<file path="src/rtl/pattern_gen_if.sv">
// Control and pattern bundle for pattern_gen.
// The master drives the controls; the slave (the generator) drives the pattern outputs.
interface pattern_gen_if #(
   parameter int unsigned WIDTH = 8
);
   logic             en;
   logic [1:0]       mode;
   logic             load;
   logic [WIDTH-1:0] seed;
   logic [WIDTH-1:0] dout;
   logic             step;
   logic             wrap;

   modport master (
      output en, mode, load, seed,
      input  dout, step, wrap
   );

   modport slave (
      input  en, mode, load, seed,
      output dout, step, wrap
   );
endinterface

</file>
<file path="src/rtl/pattern_gen.sv">
// Prescaled pattern generator: toggle, up/down count and Galois LFSR.
// A step fires every DIV enabled cycles; step/wrap flag the new dout.
module pattern_gen #(
   parameter int unsigned      WIDTH = 8,
   parameter int unsigned      DIV   = 4,
   parameter logic [WIDTH-1:0] TAPS  = WIDTH'(8'hB8)
) (
   input  logic        clk,
   input  logic        rst,
   pattern_gen_if.slave bus
);
   localparam int unsigned      PW   = (DIV > 1) ? $clog2(DIV) : 1;
   localparam logic [PW-1:0]    LAST = PW'(DIV - 1);
   localparam logic [WIDTH-1:0] ONES = '1;
   localparam logic [WIDTH-1:0] ONE  = WIDTH'(1);

   localparam logic [1:0] M_TOG  = 2'b00;
   localparam logic [1:0] M_UP   = 2'b01;
   localparam logic [1:0] M_DOWN = 2'b10;
   localparam logic [1:0] M_LFSR = 2'b11;

   logic [PW-1:0]    cnt_q, cnt_d;
   logic [WIDTH-1:0] dout_q, dout_d;
   logic             step_q, step_d;
   logic             wrap_q, wrap_d;

   logic             evt;
   logic [WIDTH-1:0] pat_n;
   logic             wrap_n;

   assign evt = bus.en && (cnt_q == LAST);

   always_comb begin
      pat_n  = dout_q;
      wrap_n = 1'b0;
      unique case (bus.mode)
         M_TOG: begin
            pat_n  = ~dout_q;
            wrap_n = (dout_q == '0);
         end
         M_UP: begin
            pat_n  = dout_q + 1'b1;
            wrap_n = (dout_q == ONES);
         end
         M_DOWN: begin
            pat_n  = dout_q - 1'b1;
            wrap_n = (dout_q == '0);
         end
         M_LFSR: begin
            // all-zero is the LFSR lock-up state; escape to 1
            if (dout_q == '0)
               pat_n = ONE;
            else if (dout_q[0])
               pat_n = (dout_q >> 1) ^ TAPS;
            else
               pat_n = dout_q >> 1;
            wrap_n = (pat_n == ONE);
         end
      endcase
   end

   always_comb begin
      cnt_d  = cnt_q;
      dout_d = dout_q;
      step_d = 1'b0;
      wrap_d = 1'b0;
      if (bus.load) begin
         cnt_d  = '0;
         dout_d = bus.seed;
      end else if (bus.en) begin
         cnt_d  = evt ? '0 : cnt_q + 1'b1;
         if (evt) begin
            dout_d = pat_n;
            step_d = 1'b1;
            wrap_d = wrap_n;
         end
      end
   end

   always_ff @(posedge clk) begin
      if (rst) begin
         cnt_q  <= '0;
         dout_q <= '0;
         step_q <= 1'b0;
         wrap_q <= 1'b0;
      end else begin
         cnt_q  <= cnt_d;
         dout_q <= dout_d;
         step_q <= step_d;
         wrap_q <= wrap_d;
      end
   end

   assign bus.dout = dout_q;
   assign bus.step = step_q;
   assign bus.wrap = wrap_q;
endmodule

</file>
<file path="src/flat_wrapper.sv">
// flat-port wrapper written by rule: the top's interface ports become plain ports
module pattern_gen_flat 
#(
   parameter int unsigned      WIDTH = 8,
   parameter int unsigned      DIV   = 4,
   parameter logic [WIDTH-1:0] TAPS  = WIDTH'(8'hB8)
)
  (clk, rst, bus_en, bus_mode, bus_load, bus_seed, bus_dout, bus_step, bus_wrap);
  pattern_gen_if #(.WIDTH(WIDTH)) bus_i ();
  input  logic clk;
  input  logic rst;
  input wire logic [$bits(bus_i.en)-1:0] bus_en;
  input wire logic [$bits(bus_i.mode)-1:0] bus_mode;
  input wire logic [$bits(bus_i.load)-1:0] bus_load;
  input wire logic [$bits(bus_i.seed)-1:0] bus_seed;
  output wire logic [$bits(bus_i.dout)-1:0] bus_dout;
  output wire logic [$bits(bus_i.step)-1:0] bus_step;
  output wire logic [$bits(bus_i.wrap)-1:0] bus_wrap;
  assign bus_i.en = bus_en;
  assign bus_i.mode = bus_mode;
  assign bus_i.load = bus_load;
  assign bus_i.seed = bus_seed;
  assign bus_dout = bus_i.dout;
  assign bus_step = bus_i.step;
  assign bus_wrap = bus_i.wrap;
  pattern_gen #(.WIDTH(WIDTH), .DIV(DIV), .TAPS(TAPS)) u_core (.clk(clk), .rst(rst), .bus(bus_i));
endmodule
</file>
<file path="config.mk">
export PLATFORM = sky130hd
export DESIGN_NAME = pattern_gen_flat
export DESIGN_NICKNAME = d
export VERILOG_FILES = /design/src/rtl/pattern_gen_if.sv /design/src/rtl/pattern_gen.sv /design/src/flat_wrapper.sv
export SDC_FILE = /design/constraint.sdc
export NUM_CORES = 1
export LEC_CHECK = 0
export CAP_MARGIN = 30
export CORE_AREA = 2 2 56 63
export DETAILED_ROUTE_END_ITERATION = 7
export DIE_AREA = 0 0 58 65
export DONT_BUFFER_PORTS = 1
export PLACE_DENSITY = 0.51
export SYNTH_ARGS = -nofsm -noshare
export SYNTH_HDL_FRONTEND = slang
export SYNTH_SLANG_ARGS = --single-unit
</file>
<file path="constraint.sdc">
create_clock -name clk -period 3.05 [get_ports clk]
set_clock_uncertainty 0.05 [all_clocks]
set_input_delay 0.61 -clock clk [delete_from_list [all_inputs] [get_ports clk]]
set_output_delay 0.61 -clock clk [all_outputs]
set_load 0.1 [all_outputs]
</file>
==> run summary, run 1 <==
The maximum frequency from static timing analysis came out at 0.417 GHz. Leaving out fill and tap cells, the most frequent cells in the layout are 21 x sky130_fd_sc_hd__a21oi_1, 12 x sky130_fd_sc_hd__inv_1, 12 x sky130_fd_sc_hd__nand2_1, 12 x sky130_fd_sc_hd__dfxtp_1, 11 x sky130_fd_sc_hd__nor2_1. The HPWL after detailed placement is 2.26 mm.

The total routing usage reported by global routing is 0.173, and the number of nets with antenna violations after detailed routing is 0. OpenSTA, run right after detailed placement, puts the worst setup slack at 0.359 ns. The residual overflow from global routing was 0; the die height was 65 um. The tools report the net count of the mapped netlist as 185. The number of cell rows came out at 22.

The mean cell area of the mapped netlist was 7.73 um^2. The post-detailed-route via-to-cell ratio was 5.84; the peak supply drop was 0.284 mV. The share of the clock period used by the worst path after layout is 0.787, and the starting density of the core is 0.397. The pin slew with the least headroom to its limit came out at 0.933 ns. TritonCTS built the clock tree. The core footprint was 0.00319 mm^2; the antenna cell count was 0. The clock slew seen by the registers of the worst setup and hold paths was 0.08 ns. Relative to the synthesized area, the layout overhead comes to 3.65%. Worst slew slack as a fraction of its limit: 0.377. At the worst endpoint, the arrival time is 2.52 ns. The number of setup buffers added after CTS is 0. Post-CTS repair changed the size of 0 cells. In this run the power density over the cells is 396 mW/mm^2. The logs give 0.00127 mm^2 for the total standard cell area after synthesis and 0 for the setup-violating endpoint count in the final report.

Of all nets on the critical path, the largest fanout is 3. The tools report the H-tree depth as 1. The detailed router finished its first iteration with 32 violations. For the post-synthesis cell type count, the log shows 49. The post-route worst setup slack was 0.649 ns.

The count of state elements after synthesis works out to 12. The root buffer cell chosen for the clock tree is sky130_fd_sc_hd__clkbuf_4. Across the run, the number of max-cap violations was 0. The run finished with clean final reports. Type of element capturing the critical path: a flop. The die is 58 um wide.

After layout, the minimum clock period comes to 2.40 ns. Number of antenna violations at the first check in global routing: 0. Entering global routing, the biggest net connects 20 pins.

After routing, the total negative slack on setup checks comes to 0 ns. For the maximum root-to-sink buffer count, the log shows 2. The leakage dissipation came out at 0.540 nW. The worst min-delay path class is input pin to flop.

Final standard cell count with taps included and fillers excluded: 199. The routability congestion estimate from global placement is 0.715. Count of input and output buffers: 0.

For this run, design rule violations remaining after detail routing come to 0. After detailed routing, the total wire length is 2.95 mm. The wire length per cell is 14.8 um. Setup repair after global routing left no endpoint under its margin. The run gives 1162 as the via count. Cell count after synthesis: 164. The fraction of final layout cells sized beyond drive strength 1 was 0.123; the clock buffer count from CTS was 3.

The category of the most critical setup path was input pin to flop. For the worst-skew pair, the clock arrives at the later sink with an insertion delay of 0.27 ns. First-pass iteration count of the detailed router: 4.

In this run, placement finished with an instance count of 195. The tools report the number of hold violations in the final report as 0. During I/O placement, the number of pins put on the boundary was 24. The global-route wire length before repair was 5.11 mm. The kind of start point of the critical path is an input pin. Counting the fill cells in the layout gives 351. The number of global-route vias before repair is 1089, and the number of warning messages in the yosys log is 0. Overall die area: 0.00377 mm^2. Leaving out fill and tap cells, the most frequent cell in the layout is sky130_fd_sc_hd__a21oi_1.

The tools report the count of nets after finishing as 185. Buffers inserted to repair hold after CTS numbered 0. Part of the Yosys area used for sequential elements: 0.190. The sink count of the clock tree is 12, and the data required time at the worst endpoint is 3.17 ns. Number of pins with negative max-slew slack in the final report: 0.
worst max-delay path, cell delays in order:
cell and delay [ns]:
sky130_fd_sc_hd__inv_1 0.04, sky130_fd_sc_hd__ha_1 0.22, sky130_fd_sc_hd__xor2_1 0.15, sky130_fd_sc_hd__ha_1 0.22
sky130_fd_sc_hd__or3_1 0.33, sky130_fd_sc_hd__a21oi_2 0.19, sky130_fd_sc_hd__nor3_1 0.09, sky130_fd_sc_hd__xnor2_1 0.24
sky130_fd_sc_hd__a21oi_1 0.13, sky130_fd_sc_hd__a2111oi_2 0.30
layout make-up:
class,instances,area [um^2],share of cell area
repair buffers,9,67.6,0.0514
well taps,36,45.0,0.0343
flip-flops and latches,12,240,0.183
multi-input cells,126,880,0.670
inverters,12,45.0,0.0343
clock buffers,4,36.3,0.0276
cells by family (layout without fill, tap and decap cells):
kind of cell             Yosys count  in the layout  share of synthesized area
AO/OA/AOI/OAI                     49             49                      0.277
XOR/XNOR                          11             11                     0.0760
flip-flops                        12             12                      0.190
AND/OR/NAND/NOR                   54             54                      0.230
buffers and inverters             26             25                      0.116
multiplexers                       5              5                     0.0415
adder cells (fa/ha/maj)            7              7                     0.0691
per-layer routing:
layer / part of all wire / track usage / wire, um / up-vias
li1: - / - / - / 594
met1: 0.44 / 0.221 / 1300 / 535
met2: 0.51 / 0.297 / 1510 / 29
met3: 0.035 / 0.0140 / 104 / 4
met4: 0.011 / 0.0698 / 33 / 0
met5: 0 / 0 / 0 / -
synthesized netlist by cell type (all sizes together):
library cell / number / area [um^2]
a2111oi: 1 / 15.0
a211oi: 3 / 22.5
a21o: 1 / 7.51
a21oi: 22 / 114
a221o: 1 / 10.0
a221oi: 4 / 41.3
and2b: 1 / 7.51
and3: 1 / 6.26
buf: 13 / 98.9
clkbuf: 1 / 3.75
dfxtp: 12 / 240
ha: 7 / 87.6
inv: 12 / 45.0
mux2: 2 / 22.5
mux2i: 3 / 30.0
nand2: 12 / 45.0
nand2b: 2 / 12.5
nand3: 2 / 10.0
nand3b: 1 / 7.51
nand4: 2 / 12.5
nand4b: 2 / 17.5
nand4bb: 1 / 11.3
nor2: 12 / 47.6
nor2b: 2 / 12.5
nor3: 8 / 40.0
nor3b: 1 / 7.51
nor4: 2 / 12.5
nor4b: 1 / 8.76
o211a: 3 / 30.0
o211ai: 2 / 15.0
o21ai: 5 / 25.0
o221a: 1 / 11.3
o221ai: 3 / 26.3
o32ai: 2 / 25.0
o41ai: 1 / 8.76
or2b: 2 / 17.5
or3: 1 / 6.26
or3b: 1 / 8.76
xnor2: 7 / 61.3
xor2: 4 / 35.0
power by group:
group,leakage [nW],total [W],switching (W),internal (W)
Clock,0.0210,0.000126,0.0000538,0.0000726
Combinational,0.420,0.000207,0.000138,0.0000689
Sequential,0.0988,0.000187,0.0000209,0.000166
per-stage QoR:
step                 util  instance area, um^2  hold WS [ns]  total power, W
floorplan               -                 1270         0.452        0.000373
global placement    0.400                 1280         0.458        0.000396
detailed placement  0.400                 1280         0.478        0.000398
CTS                 0.411                 1310         0.346        0.000528
global route        0.411                 1310         0.336        0.000557
finish              0.411                 1310         0.353        0.000520
path summary, 6_finish.rpt:
kind / depth (start not counted) / startpoint / slack (ns) / endpoint
worst min register to register: 2 / u_core.cnt_q[1] / 0.48 / u_core.cnt_q[1]
worst max-delay path: 10 / bus_mode[0] / 0.65 / u_core.bus.dout[4]
worst max register to register: 8 / u_core.bus.dout[1] / 0.70 / u_core.bus.dout[4]
worst min-delay path: 1 / rst / 0.35 / u_core.cnt_q[1]
sequential cells by signal, indices dropped and copies added (netlist names):
name	count
u_core.bus.wrap	1
u_core.cnt_q	2
u_core.bus.dout	8
u_core.bus.step	1
(Power assumes the default switching activity.)
==> run 2, diff against run 1 <==
==> constraint.sdc (replaced) <==
create_clock -name clk -period 2.3 [get_ports clk]
set_clock_uncertainty 0.05 [all_clocks]
set_input_delay 0.46 -clock clk [delete_from_list [all_inputs] [get_ports clk]]
set_output_delay 0.46 -clock clk [all_outputs]
set_load 0.1 [all_outputs]
==> run summary, run 2 (same netlist as run 1, synthesis figures left out) <==
The worst path buffer plus inverter count came out at 0 (-1). Type of element capturing the critical path: a flop. The worst slew slack as a fraction of its limit is 0.723 (+0.346).

Largest net degree at the start of global routing: 20 (unchanged). The run gives 1094 (+0.46%) as the number of global-route vias before repair. Clock buffer count from CTS: 3 (unchanged). The chip width was 58 um (unchanged); the via count was 1208 (+4.0%). The pin slew with the least headroom to its limit is 0.415 ns (-0.518 ns), and the core footprint is 0.00319 mm^2 (unchanged). The tools report the total routing usage reported by global routing as 0.175 (+0.00169).

The detailed-placement wirelength estimate came out at 2.43 mm (+7.4%). The logs give 22 (unchanged) for the number of cell rows and 0 (unchanged) for the cts-stage hold buffer count. The run gives 0.397 (unchanged) as the starting density of the core. The kind of cell adding the most delay to the critical path was compound AO/OA/AOI/OAI gates. The run gives 0 (unchanged) as the number of nets with antenna violations after detailed routing. The H-tree depth is 1 (unchanged), and the setup-violating endpoint count in the final report is 0 (unchanged). The data required time at the worst endpoint came out at 2.42 ns (-0.75 ns). For the worst hold slack, the log shows 0.187 ns (-0.166 ns). The tools report the total setup buffers inserted after CTS as 0 (unchanged). The growth of design area from synthesis to finish was 13.9%. The number of antenna violations at the first check in global routing came out at 0 (unchanged).

The clock network latency to the later pin of the worst-skew pair is 0.28 ns (about the same). The share of the clock period used by the worst path after layout is 0.895, and the total of max-cap violations is 0 (unchanged). The routability congestion estimate from global placement came out at 0.703 (-1.7%). The global-route wire length before repair is 5.10 mm (-0.25%). The maximum fanout count along the critical path was 3 (unchanged); the residual overflow from global routing was 0 (unchanged). The final routed wirelength across all metal layers came out at 3.06 mm (+3.9%). Traced cell by cell, the critical path runs through xor2_1 -> ha_2 -> or3_1 -> a21oi_2 -> o41ai_2 -> a221oi_2 -> mux2i_1 -> o211ai_1.

Count of pins on the block boundary: 24 (unchanged). The cell with the largest stage delay on the worst path was sky130_fd_sc_hd__dfxtp_4. The number of flip-flops in the largest register is 8 (unchanged). The tools report the number of gates resized after CTS as 0 (unchanged).

Subtracting the final worst setup slack from the clock period gives 2.06 ns. The die height is 65 um (unchanged), and the number of hold violations in the final report is 0 (unchanged). Clock tree synthesis selected as its root buffer the cell sky130_fd_sc_hd__clkbuf_4.

The number of DRC violations after detailed-routing iteration 0 is 35 (+9.4%), and the post-detailed-route via-to-cell ratio is 5.73 (-2.0%). The run gives 0 (unchanged) as the number of pins with negative max-slew slack in the final report. Setup repair after global routing left no endpoint under its margin. For the maximum root-to-sink buffer count, the log shows 2 (unchanged).

The first-pass iteration count of the detailed router is 4 (unchanged), and the wire length per cell is 14.5 um (-2.0%). The run gives 2.17 ns (-0.35 ns) as the critical path arrival. For the maximum frequency from static timing analysis, the log shows 0.486 GHz. TritonCTS built the clock tree. The leakage dissipation is 0.608 nW (+13%), and the count of nets after finishing is 197 (+6.5%).

The fraction of final layout cells sized beyond drive strength 1 was 0.217 (+0.0944); the overall die area was 0.00377 mm^2 (unchanged). The power per unit of standard cell area was 498 mW/mm^2 (+26%); the post-route worst setup slack was 0.242 ns (-0.407 ns). STA classifies the critical path startpoint as a flop. The worst-case setup slack after placement was -0.0353 ns (-0.395 ns). The library cells used most frequently in the layout, excluding fill and tap cells, are 21 x sky130_fd_sc_hd__a21oi_1, 21 x sky130_fd_sc_hd__buf_4, 12 x sky130_fd_sc_hd__nand2_1.

The antenna cell count was 0 (unchanged). The worst setup path is of the flop to flop kind. The clock slew seen by the registers of the worst setup and hold paths works out to 0.08 ns (about the same).

The worst min-delay path class was input pin to flop. The delay of the slowest critical-path stage is 0.35 ns (+0.02 ns), and the final routed DRC violation total is 0 (unchanged). The count of input and output buffers works out to 0 (unchanged). The flow ran to the end, and the final reports show no timing, DRC or antenna violations. For the peak supply drop, the log shows 0.407 mV (+44%). The sink count of the clock tree came out at 12 (unchanged).
-- run 2: cell count changes in the layout (fill, tap and decap cells not counted) --
cell	before	now
sky130_fd_sc_hd__dfxtp_4	0	1
sky130_fd_sc_hd__buf_4	9	21
sky130_fd_sc_hd__ha_1	7	5
sky130_fd_sc_hd__inv_12	0	1
sky130_fd_sc_hd__o41ai_2	0	1
sky130_fd_sc_hd__dfxtp_2	0	1
sky130_fd_sc_hd__o41ai_1	1	0
sky130_fd_sc_hd__dfxtp_1	12	10
sky130_fd_sc_hd__ha_2	0	1
sky130_fd_sc_hd__inv_1	12	11
sky130_fd_sc_hd__ha_4	0	1
-- run 2: worst register-to-register path: stages, from the launching register on --
cell	delay [ns]
sky130_fd_sc_hd__dfxtp_4	0.35
sky130_fd_sc_hd__xor2_1	0.16
sky130_fd_sc_hd__ha_2	0.18
sky130_fd_sc_hd__or3_1	0.35
sky130_fd_sc_hd__a21oi_2	0.20
sky130_fd_sc_hd__o41ai_2	0.09
sky130_fd_sc_hd__a221oi_2	0.26
sky130_fd_sc_hd__mux2i_1	0.20
sky130_fd_sc_hd__o211ai_1	0.10
-- run 2: worst paths after layout --
| kind | start | end | slack, ns | cells past startpoint |
|---|---|---|---|---|
| max | u_core.bus.dout[1] | u_core.bus.dout[6] | 0.24 | 8 |
| min | rst | u_core.bus.dout[1] | 0.19 | 1 |
| max reg2reg | u_core.bus.dout[1] | u_core.bus.dout[6] | 0.24 | 8 |
| min reg2reg | u_core.cnt_q[1] | u_core.cnt_q[1] | 0.48 | 2 |
-- run 2: power breakdown --
group | internal (W) | switching [W] | total, W
sequential | 0.000220 | 0.0000198 | 0.000240
clock | 0.0000963 | 0.0000785 | 0.000175
combinational | 0.000108 | 0.000197 | 0.000305
total | 0.000424 | 0.000296 | 0.000720
-- run 2: area by class of cell --
type | instances | area, um^2
Inverter | 12 | 57.6
Sequential cell | 12 | 245
Tap cell | 36 | 45.0
Fill cell | 326 | 1750
Timing Repair Buffer | 21 | 158
Clock buffer | 4 | 36.3
Multi-Input combinational cell | 126 | 902
-- run 2: routing by layer --
layer | GRT usage | share of wire | vias to the layer above | wire length [um]
met3 | 0.0220 | 0.032 | 4 | 99
met5 | 0 | 0 | - | 0
met2 | 0.295 | 0.49 | 21 | 1500
met1 | 0.222 | 0.46 | 569 | 1420
li1 | - | - | 614 | -
met4 | 0.0698 | 0.015 | 0 | 45
-- run 2: through the flow --
step                      total power, W  utilization  instance area, um^2   TNS, ns  instances
final                           0.000720        0.452                 1440         0        211
after CTS                       0.000724        0.452                 1440         0        211
after global placement          0.000549        0.441                 1410  -0.00785        207
after floorplan                 0.000499            -                 1310    -0.347        164
after global routing            0.000763        0.452                 1440         0        211
after detailed placement        0.000549        0.441                 1410   -0.0401        207
==> run 3, diff against run 2 <==
--- a/config.mk
+++ b/config.mk
@@ -10,6 +10,7 @@
 export DETAILED_ROUTE_END_ITERATION = 7
 export DIE_AREA = 0 0 58 65
 export DONT_BUFFER_PORTS = 1
+export GPL_TIMING_DRIVEN = 0
 export PLACE_DENSITY = 0.51
 export SYNTH_ARGS = -nofsm -noshare
 export SYNTH_HDL_FRONTEND = slang
==> run summary, run 3 (same netlist as run 1, synthesis figures left out) <==
The clock network latency to the later pin of the worst-skew pair is 0.27 ns (about the same), and the count of nets after finishing is 199 (+1.0%). The global-route wire length before repair was 5.96 mm (+17%); the setup-violating endpoint count in the final report was 1 (+1). Final routed wirelength across all metal layers: 3.37 mm (+10%). Accumulated negative setup slack: -0.130 ns (-0.130 ns). Setup repair after global routing could not meet its margin everywhere. The count of input and output buffers works out to 0 (unchanged).

The antenna cell count is 0 (unchanged), and the post-detailed-route via-to-cell ratio is 5.94 (+3.7%). The tools report the H-tree depth as 1 (unchanged). The via count was 1265 (+4.7%). Number of flip-flops in the largest register: 8 (unchanged). The die height came out at 65 um (unchanged). Number of pins with negative max-slew slack in the final report: 0 (unchanged). The maximum frequency from static timing analysis is 0.412 GHz (-15%), and the power per unit of standard cell area is 487 mW/mm^2 (-2.2%). The tools report the total of fill cells in the finished design as 330 (+1.2%). The tools report the overall die area as 0.00377 mm^2 (unchanged).

The fraction of final layout cells sized beyond drive strength 1 is 0.226 (+0.00885), and the maximum root-to-sink buffer count is 2 (unchanged). Worst-case setup slack after placement: -0.448 ns (-0.413 ns). The tightest min-delay check is of the input pin to flop type.

The tools report the kind of start point of the critical path as a flop. The clock share of power came out at 0.220 (-0.023). The clock buffer count from CTS is 3 (unchanged), and the residual overflow from global routing is 0 (unchanged).

The post-route worst setup slack was -0.130 ns (-0.372 ns). The logs give 206 (-0.48%) for the number of cells after detailed placement and 0 (unchanged) for the total of max-cap violations. The number of DRC violations after detailed-routing iteration 0 was 33 (-5.7%); the number of hold violations in the final report was 0 (unchanged). The final standard cell count with taps included and fillers excluded is 213 (+0.95%).

The tools report the core footprint as 0.00319 mm^2 (unchanged). The top cell types in the final layout, fill and taps aside, are 21 x sky130_fd_sc_hd__a21oi_1, 12 x sky130_fd_sc_hd__nand2_1, 11 x sky130_fd_sc_hd__inv_1, 11 x sky130_fd_sc_hd__nor2_1. The final routed DRC violation total was 0 (unchanged); the wire length per cell was 15.8 um (+9.2%). The tools report the type of element capturing the critical path as a flop. The starting density of the core is 0.397 (unchanged). Flop-to-flop setup slack: -0.13 ns (-0.37 ns).

The tree is rooted in a sky130_fd_sc_hd__clkbuf_4. Switching power: 0.000310 W (+4.7%). The cts-stage hold buffer count is 0 (unchanged), and the number of antenna violations at the first check in global routing is 0 (unchanged). The relative contribution of combinational cells to total power came out at 0.415 (-0.009).

The run gives 2.40 ns (-0.02 ns) as the data required time at the worst endpoint. The number of global-route vias before repair was 1237 (+13%); the minimum clock period after layout was 2.43 ns (+0.372 ns). The run gives 24 (unchanged) as the count of pins on the block boundary.

The peak supply drop is 0.332 mV (-19%), and the routability congestion estimate from global placement is 0.764 (+8.7%). The run gives 12 (unchanged) as the sink count of the clock tree. The chip width is 58 um (unchanged). The run gives 2.53 ns (+0.36 ns) as the critical path arrival. The sequential cell area was 255 um^2 (+4.1%).

The share of the clock period used by the worst path after layout was 1.06 (+0.162). The switching share of power works out to 0.404 (-0.00652). Relative to the synthesized area, the layout overhead comes to 24.0%. The worst slew slack as a fraction of its limit is 0.370 (-0.353). The category of the most critical setup path is flop to flop.

Leakage dissipation: 0.641 nW (+5.5%). The checks that failed: setup timing. The logs give 915 um^2 (+1.4%) for the area taken by multi-input logic gates and 2.66 mm (+9.5%) for the detailed-placement wirelength estimate.

The tools report the internal power component as 0.000456 W (+7.6%). The total power after layout came out at 0.000766 W (+6.4%). The flow ran to the end, but the final reports show violations. The tools report the number of nets with antenna violations after detailed routing as 0 (unchanged).

The largest net degree at the start of global routing is 11 (-45%), and the number of cell rows is 22 (unchanged). TritonCTS built the clock tree. Clock slew seen by the registers of the worst setup and hold paths: 0.08 ns (about the same). The leading cell type in the layout, fill and taps excluded is sky130_fd_sc_hd__a21oi_1. Relative contribution of sequential cells to total power: 0.364 (+0.031). The pin slew with the least headroom to its limit came out at 0.943 ns (+0.528 ns).

The total routing usage reported by global routing was 0.203 (+0.0277); the maximum fanout count along the critical path was 6 (+3). The first-pass iteration count of the detailed router came out at 4 (unchanged).
## run 3: cell types whose count changed in the layout (fill, tap and decap cells not counted), sizes merged
cell	delta
clkbuf	+3
buf	-1
## run 3: worst paths after layout
kind,end,cells past startpoint,from
worst min-delay path,u_core.bus.step,1,rst
worst max-delay path,u_core.bus.dout[6],9,u_core.bus.dout[1]
worst min register to register,u_core.cnt_q[1],2,u_core.cnt_q[1]
worst max register to register,u_core.bus.dout[6],9,u_core.bus.dout[1]
## run 3: cell type report
type                       count  share of cell area
buffer                        14              0.0725
tap                           36              0.0287
inverter                      12              0.0366
sequential                    12               0.162
multi-input combinational    126               0.582
timing repair buffer           9              0.0947
clock buffer                   4              0.0231
## run 3: repair_timing
action / in CTS / in global routing
setup endpoints to repair: 5 / 4
buffers inserted: 3 / 0
resized for setup: 7 / 4
pin swaps: 7 / 2
## run 3: through the flow
step	instance area [um^2]	util	hold slack, ns
finish	1570	0.492	0.224
global route	1570	0.492	0.215
CTS	1560	0.489	0.224
detailed placement	1480	0.463	0.491
global placement	1350	0.424	0.462
floorplan	1310	-	0.452
## run 3: power groups by stage
| stage | Sequential (W) | Combinational, W | Clock (W) |
|---|---|---|---|
| final | 0.000279 | 0.000318 | 0.000169 |
| after global routing | 0.000282 | 0.000347 | 0.000186 |
| after CTS | 0.000280 | 0.000319 | 0.000175 |
| after detailed placement | 0.000284 | 0.000303 | 0 |
| after global placement | 0.000325 | 0.000218 | 0 |
| after floorplan | 0.000318 | 0.000181 | 0 |
## run 3: metal layers
layer | track usage | routed length [um]
met2 | 0.341 | 1690
met5 | 0 | 0
met3 | 0.0240 | 138
met1 | 0.267 | 1500
met4 | 0.0640 | 51
## run 3: worst max-delay path, cell delays in order (launching register included)
cell and delay (ns):
sky130_fd_sc_hd__dfxtp_4 0.58, sky130_fd_sc_hd__buf_6 0.16, sky130_fd_sc_hd__xor2_1 0.06, sky130_fd_sc_hd__ha_2 0.17, sky130_fd_sc_hd__or3_4 0.37, sky130_fd_sc_hd__a21oi_4 0.16
sky130_fd_sc_hd__o41ai_2 0.11, sky130_fd_sc_hd__a221oi_2 0.32, sky130_fd_sc_hd__mux2i_1 0.22, sky130_fd_sc_hd__o211ai_1 0.10
